--- config.mk ---
export PLATFORM = sky130hd
export DESIGN_NAME = psk_deframer
export DESIGN_NICKNAME = d
export VERILOG_FILES = /design/src/rtl/psk_deframer.sv
export SDC_FILE = /design/constraint.sdc
export NUM_CORES = 1
export LEC_CHECK = 0
export CORE_MARGIN = 2
export CORE_UTILIZATION = 25
export CTS_CLUSTER_DIAMETER = 120
export DETAILED_ROUTE_END_ITERATION = 7
export PLACE_DENSITY = 0.4
export REMOVE_ABC_BUFFERS = 1
export SLEW_MARGIN = 40
export SYNTH_ARGS = -nofsm -noshare
export SYNTH_HDL_FRONTEND = slang
export SYNTH_SLANG_ARGS = --single-unit
--- constraint.sdc ---
create_clock -name clk -period 8.4 [get_ports clk]
set_clock_uncertainty 0.1 [all_clocks]
set_input_delay 1.26 -clock clk [delete_from_list [all_inputs] [get_ports clk]]
set_output_delay 1.26 -clock clk [all_outputs]
set_load 0.05 [all_outputs]
--- src/rtl/psk_deframer.sv ---
// BPSK/QPSK hard-decision deframer: hunts for a (possibly inverted) sync word,
// packs the following payload MSB-first into bytes and streams them through a small FIFO.
module psk_deframer #(
  parameter logic [31:0] SYNC_WORD     = 32'h1ACFFC1D,
  parameter int          SYNC_TOL      = 2,
  parameter int          PAYLOAD_BYTES = 64,
  parameter int          FIFO_DEPTH    = 4
) (
  input  logic        clk,
  input  logic        rst,
  input  logic        mode_qpsk,
  input  logic        BPSK,
  input  logic [1:0]  QPSK,
  input  logic        vld,
  output logic [7:0]  m_tdata,
  output logic        m_tvalid,
  input  logic        m_tready,
  output logic        m_tlast,
  output logic        locked,
  output logic        inverted,
  output logic        overflow,
  output logic [15:0] frame_cnt
);

  localparam int          AW        = $clog2(FIFO_DEPTH);
  localparam logic [15:0] LAST_BYTE = 16'(PAYLOAD_BYTES - 1);
  localparam logic [5:0]  TOL       = 6'(SYNC_TOL);
  localparam logic [AW:0] FULL_CNT  = (AW+1)'(FIFO_DEPTH);

  typedef enum logic {SEARCH, PAYLOAD} state_t;

  state_t        state_q, state_d;
  logic [31:0]   sr_q, sr_d;
  logic          inv_q, inv_d;
  logic          qm_q, qm_d;
  logic [7:0]    pk_q, pk_d;
  logic [2:0]    bc_q, bc_d;
  logic [15:0]   byc_q, byc_d;
  logic [15:0]   fc_q, fc_d;
  logic          push_q, push_d;
  logic [8:0]    pdata_q, pdata_d;
  logic [8:0]    mem_q [FIFO_DEPTH];
  logic [8:0]    mem_d [FIFO_DEPTH];
  logic [AW-1:0] rd_q, rd_d, wr_q, wr_d;
  logic [AW:0]   cnt_q, cnt_d;
  logic          ovf_q, ovf_d;

  logic eff_mode, bit_in, done, pop, full, wr_en;

  function automatic logic [5:0] popcount32(input logic [31:0] x);
    logic [5:0] n;
    n = '0;
    for (int i = 0; i < 32; i++) n = n + 6'(x[i]);
    return n;
  endfunction

  // Up to two bits per cycle are walked in arrival order so that a sync hit on
  // the first QPSK bit hands the second bit straight to the payload packer.
  always_comb begin
    state_d  = state_q;
    sr_d     = sr_q;
    inv_d    = inv_q;
    qm_d     = qm_q;
    pk_d     = pk_q;
    bc_d     = bc_q;
    byc_d    = byc_q;
    fc_d     = fc_q;
    push_d   = 1'b0;
    pdata_d  = pdata_q;
    done     = 1'b0;
    bit_in   = 1'b0;
    eff_mode = (state_q == SEARCH) ? mode_qpsk : qm_q;
    for (int k = 0; k < 2; k++) begin
      if (vld && !done && (k == 0 || eff_mode)) begin
        bit_in = (k == 0) ? (eff_mode ? QPSK[1] : BPSK) : QPSK[0];
        if (state_d == SEARCH) begin
          sr_d = {sr_d[30:0], bit_in};
          if (popcount32(sr_d ^ SYNC_WORD) <= TOL) begin
            state_d = PAYLOAD;
            inv_d   = 1'b0;
            qm_d    = eff_mode;
            bc_d    = '0;
            byc_d   = '0;
          end else if (popcount32(sr_d ^ ~SYNC_WORD) <= TOL) begin
            state_d = PAYLOAD;
            inv_d   = 1'b1;
            qm_d    = eff_mode;
            bc_d    = '0;
            byc_d   = '0;
          end
        end else begin
          pk_d = {pk_d[6:0], bit_in ^ inv_d};
          if (bc_d == 3'd7) begin
            push_d  = 1'b1;
            pdata_d = {byc_d == LAST_BYTE, pk_d};
            if (byc_d == LAST_BYTE) begin
              state_d = SEARCH;
              sr_d    = '0;
              fc_d    = fc_d + 16'd1;
              byc_d   = '0;
              done    = 1'b1;
            end else begin
              byc_d = byc_d + 16'd1;
            end
          end
          bc_d = bc_d + 3'd1;
        end
      end
    end
  end

  // Output FIFO: a push into a full FIFO is dropped unless a pop frees a slot the same cycle.
  always_comb begin
    pop   = m_tvalid & m_tready;
    full  = (cnt_q == FULL_CNT);
    wr_en = push_q & (~full | pop);
    mem_d = mem_q;
    if (wr_en) mem_d[wr_q] = pdata_q;
    wr_d  = wr_q + AW'(wr_en);
    rd_d  = rd_q + AW'(pop);
    cnt_d = cnt_q + (AW+1)'(wr_en) - (AW+1)'(pop);
    ovf_d = ovf_q | (push_q & full & ~pop);
  end

  always_ff @(posedge clk or negedge rst) begin
    if (!rst) begin
      state_q <= SEARCH;
      sr_q    <= '0;
      inv_q   <= 1'b0;
      qm_q    <= 1'b0;
      pk_q    <= '0;
      bc_q    <= '0;
      byc_q   <= '0;
      fc_q    <= '0;
      push_q  <= 1'b0;
      pdata_q <= '0;
      for (int i = 0; i < FIFO_DEPTH; i++) mem_q[i] <= '0;
      rd_q    <= '0;
      wr_q    <= '0;
      cnt_q   <= '0;
      ovf_q   <= 1'b0;
    end else begin
      state_q <= state_d;
      sr_q    <= sr_d;
      inv_q   <= inv_d;
      qm_q    <= qm_d;
      pk_q    <= pk_d;
      bc_q    <= bc_d;
      byc_q   <= byc_d;
      fc_q    <= fc_d;
      push_q  <= push_d;
      pdata_q <= pdata_d;
      mem_q   <= mem_d;
      rd_q    <= rd_d;
      wr_q    <= wr_d;
      cnt_q   <= cnt_d;
      ovf_q   <= ovf_d;
    end
  end

  assign m_tvalid  = (cnt_q != '0);
  assign m_tdata   = mem_q[rd_q][7:0];
  assign m_tlast   = mem_q[rd_q][8];
  assign locked    = (state_q == PAYLOAD);
  assign inverted  = inv_q;
  assign overflow  = ovf_q;
  assign frame_cnt = fc_q;

endmodule
==> results.md <==
- CORE AREA: 40800 um2
- Worst rel slew slack: 51.7%
- Antenna diodes: 0
- Synthesis-stage register bit count: 130
- Post-layout minimum cycle time: 8.41 ns
- Count of final max-slew check failures: 0
- Post-synth cell types: 79
- Drt wl/cell: 18.4 um
- Maximum number of pins on one net before global-route repair: 80
- Capture instance of the worst register-to-register path: byc_q[10]$_DFF_PN0_
- Number of synthesized flops with an enable pin: 0
- Clk root buf: sky130_fd_sc_hd__clkbuf_16
- Cell accounting for the most synthesized area: sky130_fd_sc_hd__dfrtp_1
- Worst Path Max Fanout: 11
- Synthesis Warnings: 0
- Number of remaining DRC errors: 0
- Maximum frequency from static timing analysis: 119 MHz
- Unrepaired setup endpoints after global routing: true
- Crit path from: QPSK[1]
- TritonCTS clock tree: done
- Share of cells above drive strength 1: 23.4%
- Reg-to-Reg Start: byc_q[0]$_DFF_PN0_
- Async S/R FF share, synth: 100%
- Dominant cells by area after synthesis: sky130_fd_sc_hd__dfrtp_1 31%, sky130_fd_sc_hd__fa_1 18%, sky130_fd_sc_hd__inv_1 5.8%
- Per-cell via count in the routed design: 4.82
- Initial drt markers: 465
- CTS max path bufs: 2
- Inserted Clock Buffers: 17
- Classification of the worst-slack hold path: flop to flop
- Share of the yosys chip area belonging to registers: 31.4%
- Result of the run: complete, but fails checks
- Netlist Area Pre-Place: 10400 um2
- Most instantiated flip-flop cell in the synthesis netlist: sky130_fd_sc_hd__dfrtp_1
- Die area: 43100 um2
- Synthesized instance count: 1041
- Post-detailed-placement half-perimeter wirelength: 23.9 mm
- Die X: 208 um
- Kind of end point of the critical path: flop
- Number of global-route vias before repair: 8448
- Pre-Repair DR Iteration Count: 5
- Global-route wire length before repair: 50.3 mm
- Overflow left after global routing: 0
- Slowest cell on crit path: sky130_fd_sc_hd__a2111oi_4
- Maximum single-stage delay on the critical path: 0.61 ns
- Global router's overall resource usage: 15.0%
- Violated checks: negative setup slack
- Clock latency at the later pin of the worst-skew pair: 0.46 ns
- Launching element type of the critical path: primary input
- Number of cells on the worst hold path: 1
- Arrival time worst endpoint: 8.62 ns
- Final hold violation count: 0
- CP required: 8.61 ns
- Tightest Pin Transition: 0.725 ns
- Clock Pin Slew Worst Setup and Hold Paths: 0.06 ns
- Worst slack on hold paths: 0.385 ns
- Area share of the largest cell type after synthesis: 31.4%
- Crit path top cell by count: sky130_fd_sc_hd__fa_1
- R2R cell count: 29
- Total clock sinks: 130
- Type of the worst setup path: primary input to flop
- Layout Area Growth over Synthesis: 27.2%
- Number of setup violations in the final report: 4
- Number of nets in the layout: 1306
- Detailed-route wire length: 31.4 mm
- Utilization after layout: 32.3%
- Number of inserted filler cells in the final layout: 4206
- Final setup margin: -0.0112 ns
- Level count of the clock H-tree: 4
- Maximum Capacitance Violations: 0
- Post-route clock period utilization: 100%
- Post-Synthesis Mean Instance Area: 9.95 um2
- Num rows: 74
- Startpoint of the tightest hold check path: overflow$_DFF_PN0_
- Capture endpoint of the worst hold path: overflow$_DFF_PN0_
- Number of vias after detailed routing: 8240
- Port Buf Inserts: 36
- Routability-driven placement congestion ratio: 0.810
- Internal reg-to-reg setup slack: 0.40 ns
- Count of pins on the block boundary: 37
- ANT nets after route: 0
- Antenna violations before repair: 0
- Initial cell density of the core: 25.4%
- Vertical extent of the die: 208 um
layout by cell type (no fill, tap or decap), types with 11 or more instances in the layout:
cell type	n
sky130_fd_sc_hd__a21oi_1	33
sky130_fd_sc_hd__a22oi_1	29
sky130_fd_sc_hd__a31oi_1	17
sky130_fd_sc_hd__and3_1	11
sky130_fd_sc_hd__buf_4	93
sky130_fd_sc_hd__clkbuf_16	17
sky130_fd_sc_hd__clkdlybuf4s50_1	34
sky130_fd_sc_hd__dfrtp_1	130
sky130_fd_sc_hd__fa_1	92
sky130_fd_sc_hd__ha_1	36
sky130_fd_sc_hd__inv_1	158
sky130_fd_sc_hd__mux2_2	37
sky130_fd_sc_hd__nand2_1	76
sky130_fd_sc_hd__nand3_1	19
sky130_fd_sc_hd__nand4_1	13
sky130_fd_sc_hd__nor2_1	41
sky130_fd_sc_hd__nor4_1	12
sky130_fd_sc_hd__o21ai_0	27
sky130_fd_sc_hd__o22ai_1	29
sky130_fd_sc_hd__o22ai_2	17
sky130_fd_sc_hd__xnor2_1	22
metrics by stage:
stage | setup TNS, ns | instance area, um2 | cells | setup WS, ns
2_1_floorplan | -63.64 | 10200 | 1001 | -1.35
3_3_place_gp | -66.50 | 12000 | 1664 | -1.12
3_5_place_dp | -77.99 | 12000 | 1664 | -1.28
4_1_cts | -2.66 | 13100 | 1710 | -0.108
5_1_grt | -14.56 | 13200 | 1711 | -0.322
6_report | -0.0190 | 13200 | 1711 | -0.0112
routing by layer:
metal,global-route usage (%),wire length (um),part of all wire (%)
met1,21.9,15700,50
met5,0,0,0
met4,3.30,206,0.66
met2,23.4,14600,47
met3,2.45,866,2.8
cells in the mapped netlist (30+ instances only):
cell,instances
sky130_fd_sc_hd__nor2_1,44
sky130_fd_sc_hd__a22oi_1,30
sky130_fd_sc_hd__a21oi_1,35
sky130_fd_sc_hd__ha_1,39
sky130_fd_sc_hd__dfrtp_1,130
sky130_fd_sc_hd__o22ai_1,46
sky130_fd_sc_hd__clkbuf_1,31
sky130_fd_sc_hd__nand2_1,78
sky130_fd_sc_hd__fa_1,93
sky130_fd_sc_hd__inv_1,160
sky130_fd_sc_hd__o21ai_0,31
sky130_fd_sc_hd__mux2_2,38
critical path: cells and delay by family:
family | cells | cell delay [ns]
and+or+nand+nor | 2 | 0.65
buffers and inverters | 12 | 1.54
adders and majority gates | 8 | 3.32
AOI/OAI and AO/OA | 6 | 1.60
muxes | 1 | 0.25
worst max-delay path by stage:
| stage | slack (ns) | to |
|---|---|---|
| floorplan | -1.35 | sr_q[10]$_DFF_PN0_ |
| global placement | -1.12 | frame_cnt[10]$_DFF_PN0_ |
| detailed placement | -1.28 | frame_cnt[10]$_DFF_PN0_ |
| CTS | -0.11 | sr_q[17]$_DFF_PN0_ |
| global route | -0.32 | sr_q[19]$_DFF_PN0_ |
| finish | -0.01 | sr_q[19]$_DFF_PN0_ |
logic make-up (layout without fill, tap and decap cells):
kind of cell	count (synthesis)	in the layout	synth area share [%]
and+or+nand+nor	272	272	14.3
AOI/OAI and AO/OA	221	221	14.7
buffers and inverters	201	339	7.52
adders and majority gates	132	132	22.7
DFF	130	130	31.4
muxes	52	52	6.57
xor gates and xnor gates	33	33	2.79
final cells by class:
class | count | area [um2] | area share [%]
repair buffers | 146 | 1350 | 10.3
multi-input cells | 710 | 6720 | 51.0
clock buffers | 17 | 425 | 3.23
well taps | 532 | 666 | 5.05
flip-flops and latches | 130 | 3250 | 24.7
clock inverters | 15 | 160 | 1.22
inverters | 161 | 604 | 4.59
registers in the layout, indices dropped and copies added, names as in the netlist:
register   flops
mem_q         36
locked         1
push_q         1
cnt_q          3
pdata_q        9
byc_q         16
frame_cnt     16
overflow       1
wr_q           2
qm_q           1
bc_q           3
sr_q          31
pk_q           7
inverted       1
rd_q           2
what timing repair did:
action / CTS / global route
buffers inserted: 12 / 4
hold buffers: 0 / 0
endpoints found under the setup margin: 62 / 61
pin swaps: 48 / 15
gates cloned: 3 / 0
resized for setup: 77 / 16
Power is left out: the tool's default activity adds up to more than one toggle a clock period on the data nets, which glitch-free logic cannot reach.
